### src/rtl/mips_fetch_unit_pkg.sv
// mips_fetch_unit_pkg: shared MIPS front-end constants, encodings and fetch queue entry type
// Contents: reset PC default, NOP encoding, opcode/funct/micro-op enums,
// fetch queue entry struct and the redirect word-alignment helper.
package mips_fetch_unit_pkg;

   localparam logic [31:0] RESET_PC_DEFAULT = 32'h0010_0000;
   localparam logic [31:0] NOP_INST         = 32'h0000_0000;

   typedef enum logic [5:0] {
      OP_SPECIAL = 6'h00,
      OP_REGIMM  = 6'h01,
      OP_J       = 6'h02,
      OP_JAL     = 6'h03,
      OP_BEQ     = 6'h04,
      OP_BNE     = 6'h05,
      OP_ADDIU   = 6'h09,
      OP_LW      = 6'h23,
      OP_SW      = 6'h2b
   } opcode_e;

   typedef enum logic [5:0] {
      FUNC_SLL  = 6'h00,
      FUNC_JR   = 6'h08,
      FUNC_JALR = 6'h09,
      FUNC_ADDU = 6'h21,
      FUNC_SUBU = 6'h23
   } funct_e;

   typedef enum logic [3:0] {
      UOP_NOP,
      UOP_ALU,
      UOP_LOAD,
      UOP_STORE,
      UOP_BRANCH,
      UOP_JUMP
   } uop_e;

   typedef struct packed {
      logic [31:0] pc;
      logic [31:0] data;
   } fetch_entry_t;

   function automatic logic [31:0] word_align(input logic [31:0] a);
      return a & 32'hFFFF_FFFC;
   endfunction

endpackage

### src/rtl/mips_fetch_unit_if.sv
// mips_fetch_unit_if: fetch unit bus bundle (instruction memory side and decode side)
// Memory side : imem_req_valid/ready/addr request handshake, imem_resp_valid/data in-order responses.
// Decode side : inst_valid/ready/data/pc queue head handshake, redirect_valid/pc taken-branch target.
// master = fetch unit view, slave = memory + decode view.
interface mips_fetch_unit_if;

   logic        imem_req_valid;
   logic        imem_req_ready;
   logic [31:0] imem_req_addr;
   logic        imem_resp_valid;
   logic [31:0] imem_resp_data;
   logic        inst_valid;
   logic        inst_ready;
   logic [31:0] inst_data;
   logic [31:0] inst_pc;
   logic        redirect_valid;
   logic [31:0] redirect_pc;

   modport master (
      output imem_req_valid, imem_req_addr, inst_valid, inst_data, inst_pc,
      input  imem_req_ready, imem_resp_valid, imem_resp_data, inst_ready, redirect_valid, redirect_pc
   );

   modport slave (
      input  imem_req_valid, imem_req_addr, inst_valid, inst_data, inst_pc,
      output imem_req_ready, imem_resp_valid, imem_resp_data, inst_ready, redirect_valid, redirect_pc
   );

endinterface

### src/rtl/mips_fetch_unit_sync_fifo.sv
// sync_fifo: generic synchronous FIFO with flush and occupancy count
// Ports: clk, reset (sync, active-high), flush (empties FIFO), push/wr_data,
// pop/rd_data (head, valid when count != 0), count (0..DEPTH).
// Push while full is accepted only if a pop happens in the same cycle.
module sync_fifo #(
   parameter int WIDTH = 32,
   parameter int DEPTH = 4
) (
   input  logic                     clk,
   input  logic                     reset,
   input  logic                     flush,
   input  logic                     push,
   input  logic                     pop,
   input  logic [WIDTH-1:0]         wr_data,
   output logic [WIDTH-1:0]         rd_data,
   output logic [$clog2(DEPTH):0]   count
);

   localparam int AW = $clog2(DEPTH);
   localparam logic [AW:0] FULL = (AW+1)'(DEPTH);

   logic [WIDTH-1:0] mem [DEPTH];
   logic [AW-1:0]    wr_ptr, rd_ptr;
   logic             do_push, do_pop;

   assign do_pop  = pop & (count != '0);
   assign do_push = push & ((count != FULL) | do_pop);
   assign rd_data = mem[rd_ptr];

   always_ff @(posedge clk) begin
      if (reset | flush) begin
         wr_ptr <= '0;
         rd_ptr <= '0;
         count  <= '0;
      end else begin
         if (do_push) wr_ptr <= wr_ptr + 1'b1;
         if (do_pop) rd_ptr <= rd_ptr + 1'b1;
         count <= count + {{AW{1'b0}}, do_push} - {{AW{1'b0}}, do_pop};
      end
   end

   always_ff @(posedge clk) begin
      if (do_push & ~flush) mem[wr_ptr] <= wr_data;
   end

endmodule

### src/rtl/mips_fetch_unit.sv
// mips_fetch_unit: MIPS instruction fetch with credit-based request issue and a decoupling queue
// Ports: clk, reset (sync, active-high), bus (mips_fetch_unit_if.master):
//   imem_req_*  word-aligned requests at fetch_pc, imem_resp_* in-order responses,
//   inst_*      queue head toward decode, redirect_* taken jump/branch target.
// Parameters: RESET_PC first fetch address, DEPTH queue entries (power of two, 2..16).
module mips_fetch_unit
   import mips_fetch_unit_pkg::*;
#(
   parameter logic [31:0] RESET_PC = RESET_PC_DEFAULT,
   parameter int          DEPTH    = 4
) (
   input logic                clk,
   input logic                reset,
   mips_fetch_unit_if.master  bus
);

   localparam int AW = $clog2(DEPTH);
   localparam logic [AW+1:0] CREDITS = (AW+2)'(DEPTH);

   logic [31:0]  fetch_pc, resp_pc;
   logic [AW:0]  outstanding, q_count, discard_cnt;
   logic         accept, resp_keep, pop, q_valid;
   fetch_entry_t q_in, q_head;

   // Queued plus in-flight never exceeds DEPTH, so every kept response has a free slot.
   assign bus.imem_req_valid = ~reset & ~bus.redirect_valid &
                               (({1'b0, q_count} + {1'b0, outstanding}) < CREDITS);
   assign bus.imem_req_addr  = fetch_pc;
   assign accept             = bus.imem_req_valid & bus.imem_req_ready;

   // A response arriving with a redirect belongs to the old path and is dropped.
   assign resp_keep = bus.imem_resp_valid & (discard_cnt == '0) & ~bus.redirect_valid;
   assign q_in      = '{pc: resp_pc, data: bus.imem_resp_data};

   assign q_valid        = q_count != '0;
   assign pop            = q_valid & bus.inst_ready;
   assign bus.inst_valid = q_valid;
   assign bus.inst_data  = q_valid ? q_head.data : NOP_INST;
   assign bus.inst_pc    = q_valid ? q_head.pc : '0;

   always_ff @(posedge clk) begin
      if (reset) begin
         fetch_pc    <= RESET_PC;
         discard_cnt <= '0;
      end else if (bus.redirect_valid) begin
         fetch_pc    <= word_align(bus.redirect_pc);
         discard_cnt <= outstanding - {{AW{1'b0}}, bus.imem_resp_valid};
      end else begin
         if (accept) fetch_pc <= fetch_pc + 32'd4;
         if (bus.imem_resp_valid && discard_cnt != '0) discard_cnt <= discard_cnt - 1'b1;
      end
   end

   // Issued addresses; its occupancy is the outstanding-request count, and every
   // response (kept or dropped) retires its entry, so it never needs flushing.
   sync_fifo #(.WIDTH(32), .DEPTH(DEPTH)) pc_fifo (
      .clk,
      .reset,
      .flush   (1'b0),
      .push    (accept),
      .pop     (bus.imem_resp_valid),
      .wr_data (fetch_pc),
      .rd_data (resp_pc),
      .count   (outstanding)
   );

   sync_fifo #(.WIDTH($bits(fetch_entry_t)), .DEPTH(DEPTH)) inst_q (
      .clk,
      .reset,
      .flush   (bus.redirect_valid),
      .push    (resp_keep),
      .pop     (pop),
      .wr_data (q_in),
      .rd_data (q_head),
      .count   (q_count)
   );

endmodule

### src/flat_wrapper.sv
// flat-port wrapper written by rule: the top's interface ports become plain ports
module mips_fetch_unit_flat import mips_fetch_unit_pkg::*;
#(
   parameter logic [31:0] RESET_PC = RESET_PC_DEFAULT,
   parameter int          DEPTH    = 4
)
  (clk, reset, bus_imem_req_valid, bus_imem_req_addr, bus_inst_valid, bus_inst_data, bus_inst_pc, bus_imem_req_ready, bus_imem_resp_valid, bus_imem_resp_data, bus_inst_ready, bus_redirect_valid, bus_redirect_pc);
  mips_fetch_unit_if bus_i ();
  input logic clk;
  input logic reset;
  output wire logic [$bits(bus_i.imem_req_valid)-1:0] bus_imem_req_valid;
  output wire logic [$bits(bus_i.imem_req_addr)-1:0] bus_imem_req_addr;
  output wire logic [$bits(bus_i.inst_valid)-1:0] bus_inst_valid;
  output wire logic [$bits(bus_i.inst_data)-1:0] bus_inst_data;
  output wire logic [$bits(bus_i.inst_pc)-1:0] bus_inst_pc;
  input wire logic [$bits(bus_i.imem_req_ready)-1:0] bus_imem_req_ready;
  input wire logic [$bits(bus_i.imem_resp_valid)-1:0] bus_imem_resp_valid;
  input wire logic [$bits(bus_i.imem_resp_data)-1:0] bus_imem_resp_data;
  input wire logic [$bits(bus_i.inst_ready)-1:0] bus_inst_ready;
  input wire logic [$bits(bus_i.redirect_valid)-1:0] bus_redirect_valid;
  input wire logic [$bits(bus_i.redirect_pc)-1:0] bus_redirect_pc;
  assign bus_imem_req_valid = bus_i.imem_req_valid;
  assign bus_imem_req_addr = bus_i.imem_req_addr;
  assign bus_inst_valid = bus_i.inst_valid;
  assign bus_inst_data = bus_i.inst_data;
  assign bus_inst_pc = bus_i.inst_pc;
  assign bus_i.imem_req_ready = bus_imem_req_ready;
  assign bus_i.imem_resp_valid = bus_imem_resp_valid;
  assign bus_i.imem_resp_data = bus_imem_resp_data;
  assign bus_i.inst_ready = bus_inst_ready;
  assign bus_i.redirect_valid = bus_redirect_valid;
  assign bus_i.redirect_pc = bus_redirect_pc;
  mips_fetch_unit #(.RESET_PC(RESET_PC), .DEPTH(DEPTH)) u_core (.clk(clk), .reset(reset), .bus(bus_i));
endmodule
### config.mk
export PLATFORM = sky130hd
export DESIGN_NAME = mips_fetch_unit_flat
export DESIGN_NICKNAME = d
export VERILOG_FILES = /design/src/rtl/mips_fetch_unit_pkg.sv /design/src/rtl/mips_fetch_unit_if.sv /design/src/rtl/mips_fetch_unit_sync_fifo.sv /design/src/rtl/mips_fetch_unit.sv /design/src/flat_wrapper.sv
export SDC_FILE = /design/constraint.sdc
export NUM_CORES = 1
export LEC_CHECK = 0
export CAP_MARGIN = 5
export CELL_PAD_IN_SITES_DETAIL_PLACEMENT = 2
export CELL_PAD_IN_SITES_GLOBAL_PLACEMENT = 2
export CORE_MARGIN = 2
export CORE_UTILIZATION = 46
export DETAILED_ROUTE_END_ITERATION = 10
export PLACE_DENSITY = 0.95
export SYNTH_ARGS = -nofsm -noshare
export SYNTH_HDL_FRONTEND = slang
export SYNTH_SLANG_ARGS = --single-unit
### constraint.sdc
create_clock -name clk -period 5.9 [get_ports clk]
set_input_delay 0.59 -clock clk [delete_from_list [all_inputs] [get_ports clk]]
set_output_delay 0.59 -clock clk [all_outputs]
set_load 0.02 [all_outputs]
==> results of run 1 <==
## routing by layer
| layer | GRT usage | vias up |
|---|---|---|
| met2 | 0.5226 | 517 |
| met1 | 0.3713 | 5052 |
| met5 | 0 | - |
| li1 | - | 3920 |
| met3 | 0.05201 | 99 |
| met4 | 0.08849 | 2 |
## per-stage QoR
stage	setup slack [ns]	std cells	total power [mW]	instance area (um^2)	hold slack (ns)
final	1.850	1573	7.167	19980	0.5460
after global routing	1.637	1573	7.385	19980	0.5790
after CTS	1.782	1572	7.225	19980	0.5360
after detailed placement	1.737	1495	4.557	18680	0.5215
after global placement	1.894	1495	4.436	18680	0.4873
after floorplan	2.686	906	4.121	16580	0.4692
## cell families after synthesis
| group | after synthesis | synth area share |
|---|---|---|
| adder cells (fa/ha/maj) | 21 | 0.01676 |
| XOR/XNOR | 17 | 0.008985 |
| buffers and inverters | 67 | 0.01676 |
| other | 1 | 0.0002263 |
| AND/OR/NAND/NOR | 216 | 0.07445 |
| AO/OA/AOI/OAI | 67 | 0.02741 |
| flip-flops | 419 | 0.7285 |
| multiplexers | 95 | 0.1269 |
## area by class of cell
| type | count | share of cell area |
|---|---|---|
| Tap cell | 461 | 0.02886 |
| Antenna cell | 1 | 0.0001252 |
| Sequential cell | 419 | 0.6044 |
| Clock buffer | 62 | 0.06155 |
| Timing Repair Buffer | 172 | 0.08477 |
| Inverter | 23 | 0.004320 |
| Clock inverter | 15 | 0.003569 |
| Multi-Input combinational cell | 420 | 0.2124 |
## synthesized netlist by cell type, types with 2 or more instances
cell type / instances / area, um^2
a32oi_1: 2 / 17.52
or3_1: 8 / 50.05
nor2_1: 34 / 127.6
o311ai_0: 3 / 26.28
or2_2: 5 / 31.28
a21oi_1: 15 / 75.07
o21ai_0: 9 / 45.04
a211oi_1: 4 / 30.03
nand4_1: 13 / 81.33
clkbuf_1: 27 / 101.4
edfxtp_1: 368 / 11050
nor2b_1: 2 / 12.51
mux2i_1: 2 / 20.02
nor4_2: 2 / 25.02
nand3_1: 15 / 75.07
nand3b_1: 2 / 15.01
buf_2: 9 / 45.04
a31oi_1: 14 / 87.58
inv_1: 23 / 86.33
nand2_1: 35 / 131.4
a311oi_1: 2 / 17.52
ha_1: 19 / 237.7
nor3_1: 3 / 15.01
dfxtp_1: 51 / 1021
and3_1: 5 / 31.28
o211ai_1: 6 / 45.04
fa_1: 2 / 40.04
or4_1: 3 / 22.52
xnor2_1: 12 / 105.1
xor2_1: 5 / 43.79
buf_4: 4 / 30.03
o31a_1: 3 / 26.28
a22oi_1: 3 / 22.52
and2_1: 76 / 475.5
and4_1: 2 / 17.52
buf_1: 4 / 15.01
mux4_2: 92 / 2072
## state kept, by name, indices dropped and copies added, names as in the netlist, named ones only
| name | flops |
|---|---|
| u_core.inst_q.mem | 248 |
| u_core.pc_fifo.count | 3 |
| u_core.pc_fifo.mem | 120 |
| u_core.inst_q.rd_ptr | 2 |
| u_core.inst_q.wr_ptr | 2 |
| u_core.pc_fifo.wr_ptr | 2 |
| u_core.discard_cnt | 3 |
| u_core.inst_q.count | 3 |
| u_core.bus.imem_req_addr | 30 |
| u_core.pc_fifo.rd_ptr | 2 |
## final timing paths
check / startpoint / slack [ns] / to / cells past startpoint
worst max-delay path: flop / 1.85 / bus_inst_pc[31] / 4
worst min register to register: u_core.pc_fifo.wr_ptr[1]$_SDFFE_PP0P_ / 0.55 / u_core.pc_fifo.wr_ptr[1]$_SDFFE_PP0P_ / 2
worst min-delay path: u_core.pc_fifo.wr_ptr[1]$_SDFFE_PP0P_ / 0.55 / u_core.pc_fifo.wr_ptr[1]$_SDFFE_PP0P_ / 2
worst max register to register: u_core.pc_fifo.count[2]$_SDFF_PP0_ / 1.95 / u_core.pc_fifo.count[2]$_SDFF_PP0_ / 12
## power groups by stage
stage          registers, mW  logic [mW]  clock network (mW)
2_1_floorplan           3.55       0.574                   0
3_3_place_gp            3.57       0.866                   0
3_5_place_dp            3.60       0.953                   0
4_1_cts                 3.55       0.987                2.69
5_1_grt                 3.56        1.05                2.78
6_report                3.55       0.978                2.64
## critical path, delay by kind of cell, from the launching register on
family	cells	cell delay, ns
muxes	1	0.59
and+or+nand+nor	1	0.19
buffers and inverters	2	1.06
DFF	1	0.98
==> metrics.md, run 1 <==
| Metric | Value |
|---|---|
| Initial antenna violation count | `4` |
| Number of filler instances in the final layout | `2,996` |
| Initial Util | `0.4670` |
| Area Overhead vs Synth | `20.60%` |
| Fin. Hold Viols | `0` |
| CTS Buf Count | `45` |
| Post-Synthesis Mean Instance Area | `18.35 um^2` |
| Mean routed wirelength per cell | `34.87 um` |
| Register clock-pin slew on the reported worst setup and hold paths | `0.06 ns` |
| CP arrival | `3.46 ns` |
| Worst Tran Pin Value | `1.245 ns` |
| Distinct cells, synth | `56` |
| Initial DRC count | `957` |
| Final Cycle Share | `0.6864` |
| Leakage Power | `6.375 nW` |
| Synthesized flop and latch total | `419` |
| Critical path startpoint category | `flop` |
| Root Buffer | `clkbuf_16` |
| Area of the die | `0.03756 mm^2` |
| Clock Sink Count | `419` |
| Maximum clock path buffer count | `3` |
| Global-route total usage across every layer | `0.2948` |
| Fmax | `246.9 MHz` |
| Average vias per placed instance | `6.097` |
| Clock latency reported for the late side of the worst-skew pair | `0.54 ns` |
| Switching part of the total power | `0.2608` |
| Leading cell type in the layout, fill and taps excluded | `edfxtp_1` |
| Die width | `193.8 um` |
| Post-layout utilization of the core | `0.5632` |
| Synthesized cell area | `0.01657 mm^2` |
| Cell count after synthesis | `903` |
| Post-cts sizing count | `0` |
| Worst slew margin relative to its limit | `0.1698` |
| Max Slew Vio Count | `0` |
| Met2 wire length | `28,740 um` |
| Number of I/O port buffers | `161` |
| Final nets | `1,172` |
| Unrepaired setup endpoints after global routing | `no` |
| Aggregate negative setup slack | `0 ns` |
| Uppermost metal layer occupied by signal nets | `met5` |
| Critical Path, Cell by Cell | `buf_4, mux4_2, and2_1, clkdlybuf4s50_1` |
| CORE AREA | `0.03548 mm^2` |
| Setup Crit Path Kind | `flop to output pin` |
| Area occupied by multi-input gates | `0.004244 mm^2` |
| Met3 Routed Length | `3707 um` |
| Number of warnings printed during yosys synthesis | `0` |
| Critical path's largest stage delay | `0.98 ns` |
| Via count | `9,590` |
| Number of hold-repair buffers added at the cts stage | `0` |
| Internal power of the cells | `5.298 mW` |
| Relative contribution of the clock network to total power | `0.368` |
| Number of rows created at floorplan | `69` |
| Count of flip-flops with a built-in enable after synthesis | `368` |
| Worst path required time | `5.31 ns` |
| Maximum resistive drop on vdd | `0.2366 mV` |
| Area occupied by registers | `0.01208 mm^2` |
| Die height | `193.8 um` |
| Initial DRT Pass Iterations | `5` |
| Number of global-route vias before repair | `10,621` |
| Setup crit end kind | `output pin` |
| Class of the most critical hold timing path | `flop to flop` |
| Combinational group share of total power | `0.136` |
| Highest-count cells in the layout ignoring fill and taps | `edfxtp_1, clkdlybuf4s50_1, mux4_2, and2_1, dfxtp_1` |
| Ratio of cells with drive above 1 in the final layout | `0.1692` |
| Status | `finished clean` |
| Fin crit period | `4.050 ns` |
| Total congestion overflow | `0` |
| DRC viols | `0` |
| Switching power summed over all nets | `1.869 mW` |
| # setup viols final | `0` |
| Proportion of power drawn by flip-flops and latches | `0.495` |
| Global placement routability congestion | `0.7631` |
| Maximum capacitance violations | `0` |
| Biggest fanout along the worst timing path | `47` |
| Met1 wire length | `20,700 um` |
| CTS tree | `done` |
| Largest net degree at the start of global routing | `65` |
| Sequential-to-total area share from yosys stat | `0.7285` |
| Number of buffers inserted by post-CTS setup repair | `0` |
| Share of synthesized registers carrying an async set or reset | `0` |
| Htree depth | `2` |
| Top-level port count | `168` |
| First-pass GRT wire length | `80,100 um` |
| Cell area power density | `358.6 mW/mm^2` |
| Final routed wirelength across all metal layers | `54,850 um` |
| Maximum clock skew at final layout | `0.01855 ns` |
| Final antenna-violating net count | `0` |
| Synth Flop Type | `edfxtp_1` |
| Max stage delay cell, worst path | `dfxtp_4` |
| HPWL reported at the end of detailed placement | `33,130 um` |
Note: power is estimated with default switching activity, not from simulation.
==> inputs of run 2 (changes only) <==
--- a/config.mk
+++ b/config.mk
@@ -9,9 +9,9 @@
 export CELL_PAD_IN_SITES_DETAIL_PLACEMENT = 2
 export CELL_PAD_IN_SITES_GLOBAL_PLACEMENT = 2
 export CORE_MARGIN = 2
-export CORE_UTILIZATION = 46
+export CORE_UTILIZATION = 43
 export DETAILED_ROUTE_END_ITERATION = 10
-export PLACE_DENSITY = 0.95
+export PLACE_DENSITY = 0.91
 export SYNTH_ARGS = -nofsm -noshare
 export SYNTH_HDL_FRONTEND = slang
 export SYNTH_SLANG_ARGS = --single-unit
==> constraint.sdc (replaced) <==
create_clock -name clk -period 4.1 [get_ports clk]
set_input_delay 0.41 -clock clk [delete_from_list [all_inputs] [get_ports clk]]
set_output_delay 0.41 -clock clk [all_outputs]
set_load 0.02 [all_outputs]
==> run 2 against run 1 <==
Compared with the run above: total power is 44% higher; setup slack worse by 1.2 ns; final cell count is 4.1% higher; die area is 6.8% higher; highest routed layer is now met4.
==> metrics.md, run 2 (synthesized netlist as in run 1, its figures left out) <==
| Metric | Value |
|---|---|
| Setup crit end kind | `output pin` |
| First-pass GRT wire length | `72,330 um` |
| Final nets | `1,183` |
| Number of I/O port buffers | `161` |
| Internal power of the cells | `7.787 mW` |
| Fin. Hold Viols | `0` |
| Average vias per placed instance | `5.638` |
| Critical Path, Cell by Cell | `buf_4, mux4_2, and2_1, clkdlybuf4s50_1` |
| Clock Sink Count | `419` |
| Maximum clock path buffer count | `3` |
| Register clock-pin slew on the reported worst setup and hold paths | `0.06 ns` |
| Register containing the most flip-flops in the final layout | `u_core.inst_q.mem` |
| Critical path startpoint category | `flop` |
| Number of rows created at floorplan | `71` |
| Aggregate negative setup slack | `0 ns` |
| Number of buffers inserted by post-CTS setup repair | `0` |
| Busiest metal layer after global routing | `met2` |
| Htree depth | `2` |
| Initial DRC count | `668` |
| Leakage Power | `6.471 nW` |
| Biggest fanout along the worst timing path | `27` |
| Largest net degree at the start of global routing | `63` |
| GR Util met1 | `0.3121` |
| Root Buffer | `clkbuf_16` |
| Met3 usage in global routing | `0.03693` |
| Maximum resistive drop on vdd | `0.2730 mV` |
| Number of global-route vias before repair | `10,418` |
| Maximum clock skew at final layout | `0.02014 ns` |
| Global placement routability congestion | `0.7377` |
| Proportion of power drawn by flip-flops and latches | `0.496` |
| Max stage delay cell, worst path | `dfxtp_4` |
| CTS Buf Count | `45` |
| Die height | `200.3 um` |
| Leading cell type in the layout, fill and taps excluded | `edfxtp_1` |
| PnR worst setup slack | `0.6321 ns` |
| Initial Util | `0.4379` |
| Clock latency reported for the late side of the worst-skew pair | `0.56 ns` |
| Critical path's largest stage delay | `0.72 ns` |
| Highest-count cells in the layout ignoring fill and taps | `edfxtp_1, clkdlybuf4s50_1, mux4_2, and2_1` |
| Cell area power density | `509.8 mW/mm^2` |
| CORE AREA | `0.03784 mm^2` |
| DRC viols | `0` |
| Post-cts sizing count | `0` |
| Number of hold-repair buffers added at the cts stage | `0` |
| Switching power summed over all nets | `2.553 mW` |
| Global routing usage on met2 | `0.4368` |
| Global-route total usage across every layer | `0.2439` |
| Inst Count DP | `1,556` |
| Fin crit period | `3.468 ns` |
| Class of the most critical hold timing path | `input port to flop` |
| Setup Crit Path Kind | `flop to output pin` |
| Status | `finished clean` |
| Filler-free cell count of the finished design | `1,637` |
| Mean routed wirelength per cell | `29.39 um` |
| Initial DRT Pass Iterations | `5` |
| Relative contribution of the clock network to total power | `0.377` |
| Area Overhead vs Synth | `22.40%` |
| Final antenna-violating net count | `0` |
| CTS tree | `done` |
| Initial antenna violation count | `2` |
| Final Cycle Share | `0.8458` |
| Area of the die | `0.04012 mm^2` |
| Area occupied by multi-input gates | `0.004239 mm^2` |
| Worst slew margin relative to its limit | `0.3783` |
| Switching part of the total power | `0.2469` |
| Total congestion overflow | `0` |
| Antenna fix cells | `0` |
| Flip-flop count of the largest register after layout | `248` |
| Unrepaired setup endpoints after global routing | `no` |
| Max Slew Vio Count | `0` |
| Final routed wirelength across all metal layers | `48,110 um` |
| CP arrival | `3.06 ns` |
| Area occupied by registers | `0.01208 mm^2` |
| Combinational group share of total power | `0.126` |
| Worst Tran Pin Value | `0.9301 ns` |
| Number of filler instances in the final layout | `3,366` |
| Maximum capacitance violations | `0` |
| Post-placement setup slack | `0.6748 ns` |
| Placed Instance Area | `0.01891 mm^2` |
| Worst path required time | `3.69 ns` |
| Fmax | `288.4 MHz` |
| Ratio of cells with drive above 1 in the final layout | `0.1687` |
| Via count | `9,230` |
| # setup viols final | `0` |
| HPWL reported at the end of detailed placement | `30,950 um` |
| Top-level port count | `168` |
| Die width | `200.3 um` |
| Post-route cell area | `0.02028 mm^2` |
[run 2: changes by cell type in the layout (fill, tap and decap cells not counted), moves of 3 or more]
| cell | before | now |
|---|---|---|
| and2_1 | 68 | 72 |
| clkbuf_8 | 4 | 1 |
| clkinv_1 | 6 | 10 |
| buf_4 | 11 | 15 |
| clkbuf_1 | 13 | 18 |
| buf_12 | 0 | 7 |
| clkinv_2 | 8 | 2 |
| and2_2 | 8 | 4 |
[run 2: path summary, 6_finish.rpt]
path,from,endpoint,slack [ns],depth (start not counted)
worst min register to register,u_core.pc_fifo.wr_ptr[1]$_SDFFE_PP0P_,u_core.pc_fifo.wr_ptr[1]$_SDFFE_PP0P_,0.50,2
worst min-delay path,bus_redirect_pc[2],u_core.bus.imem_req_addr[2]$_SDFFE_PP0P_,0.44,3
worst max register to register,u_core.pc_fifo.count[2]$_SDFF_PP0_,u_core.pc_fifo.count[2]$_SDFF_PP0_,0.82,12
worst max-delay path,flop,bus_inst_data[12],0.63,4
[run 2: power by group through the flow]
stage / clock network (mW) / registers [mW] / logic (mW)
2_1_floorplan: 0 / 5.10 / 0.826
3_3_place_gp: 0 / 5.19 / 1.21
3_5_place_dp: 0 / 5.23 / 1.32
4_1_cts: 3.98 / 5.14 / 1.33
5_1_grt: 4.12 / 5.16 / 1.41
6_report: 3.90 / 5.13 / 1.31
[run 2: critical path: cells and delay by family, from the launching register on]
family,cells,cell delay (ns)
buffers and inverters,2,0.96
AND/OR/NAND/NOR,1,0.19
multiplexers,1,0.58
flip-flops,1,0.72
[run 2: cell type report]
type | instances | area share
inverters | 23 | 0.004257
multi-input cells | 420 | 0.2090
clock buffers | 66 | 0.06200
clock inverters | 15 | 0.005737
flip-flops and latches | 419 | 0.5956
well taps | 511 | 0.03152
repair buffers | 183 | 0.09192
[run 2: per-stage QoR]
step | total power, mW | utilization | hold slack (ns)
floorplan | 5.930 | - | 0.4692
global placement | 6.406 | 0.4996 | 0.4861
detailed placement | 6.542 | 0.4996 | 0.4985
CTS | 10.45 | 0.5359 | 0.4254
global route | 10.70 | 0.5359 | 0.4712
finish | 10.34 | 0.5359 | 0.4397
[run 2: per-layer routing]
layer	vias to the layer above	wire length (um)
li1	3950	-
met1	4869	19170
met2	330	25490
met3	81	2359
met4	0	1082
met5	-	0
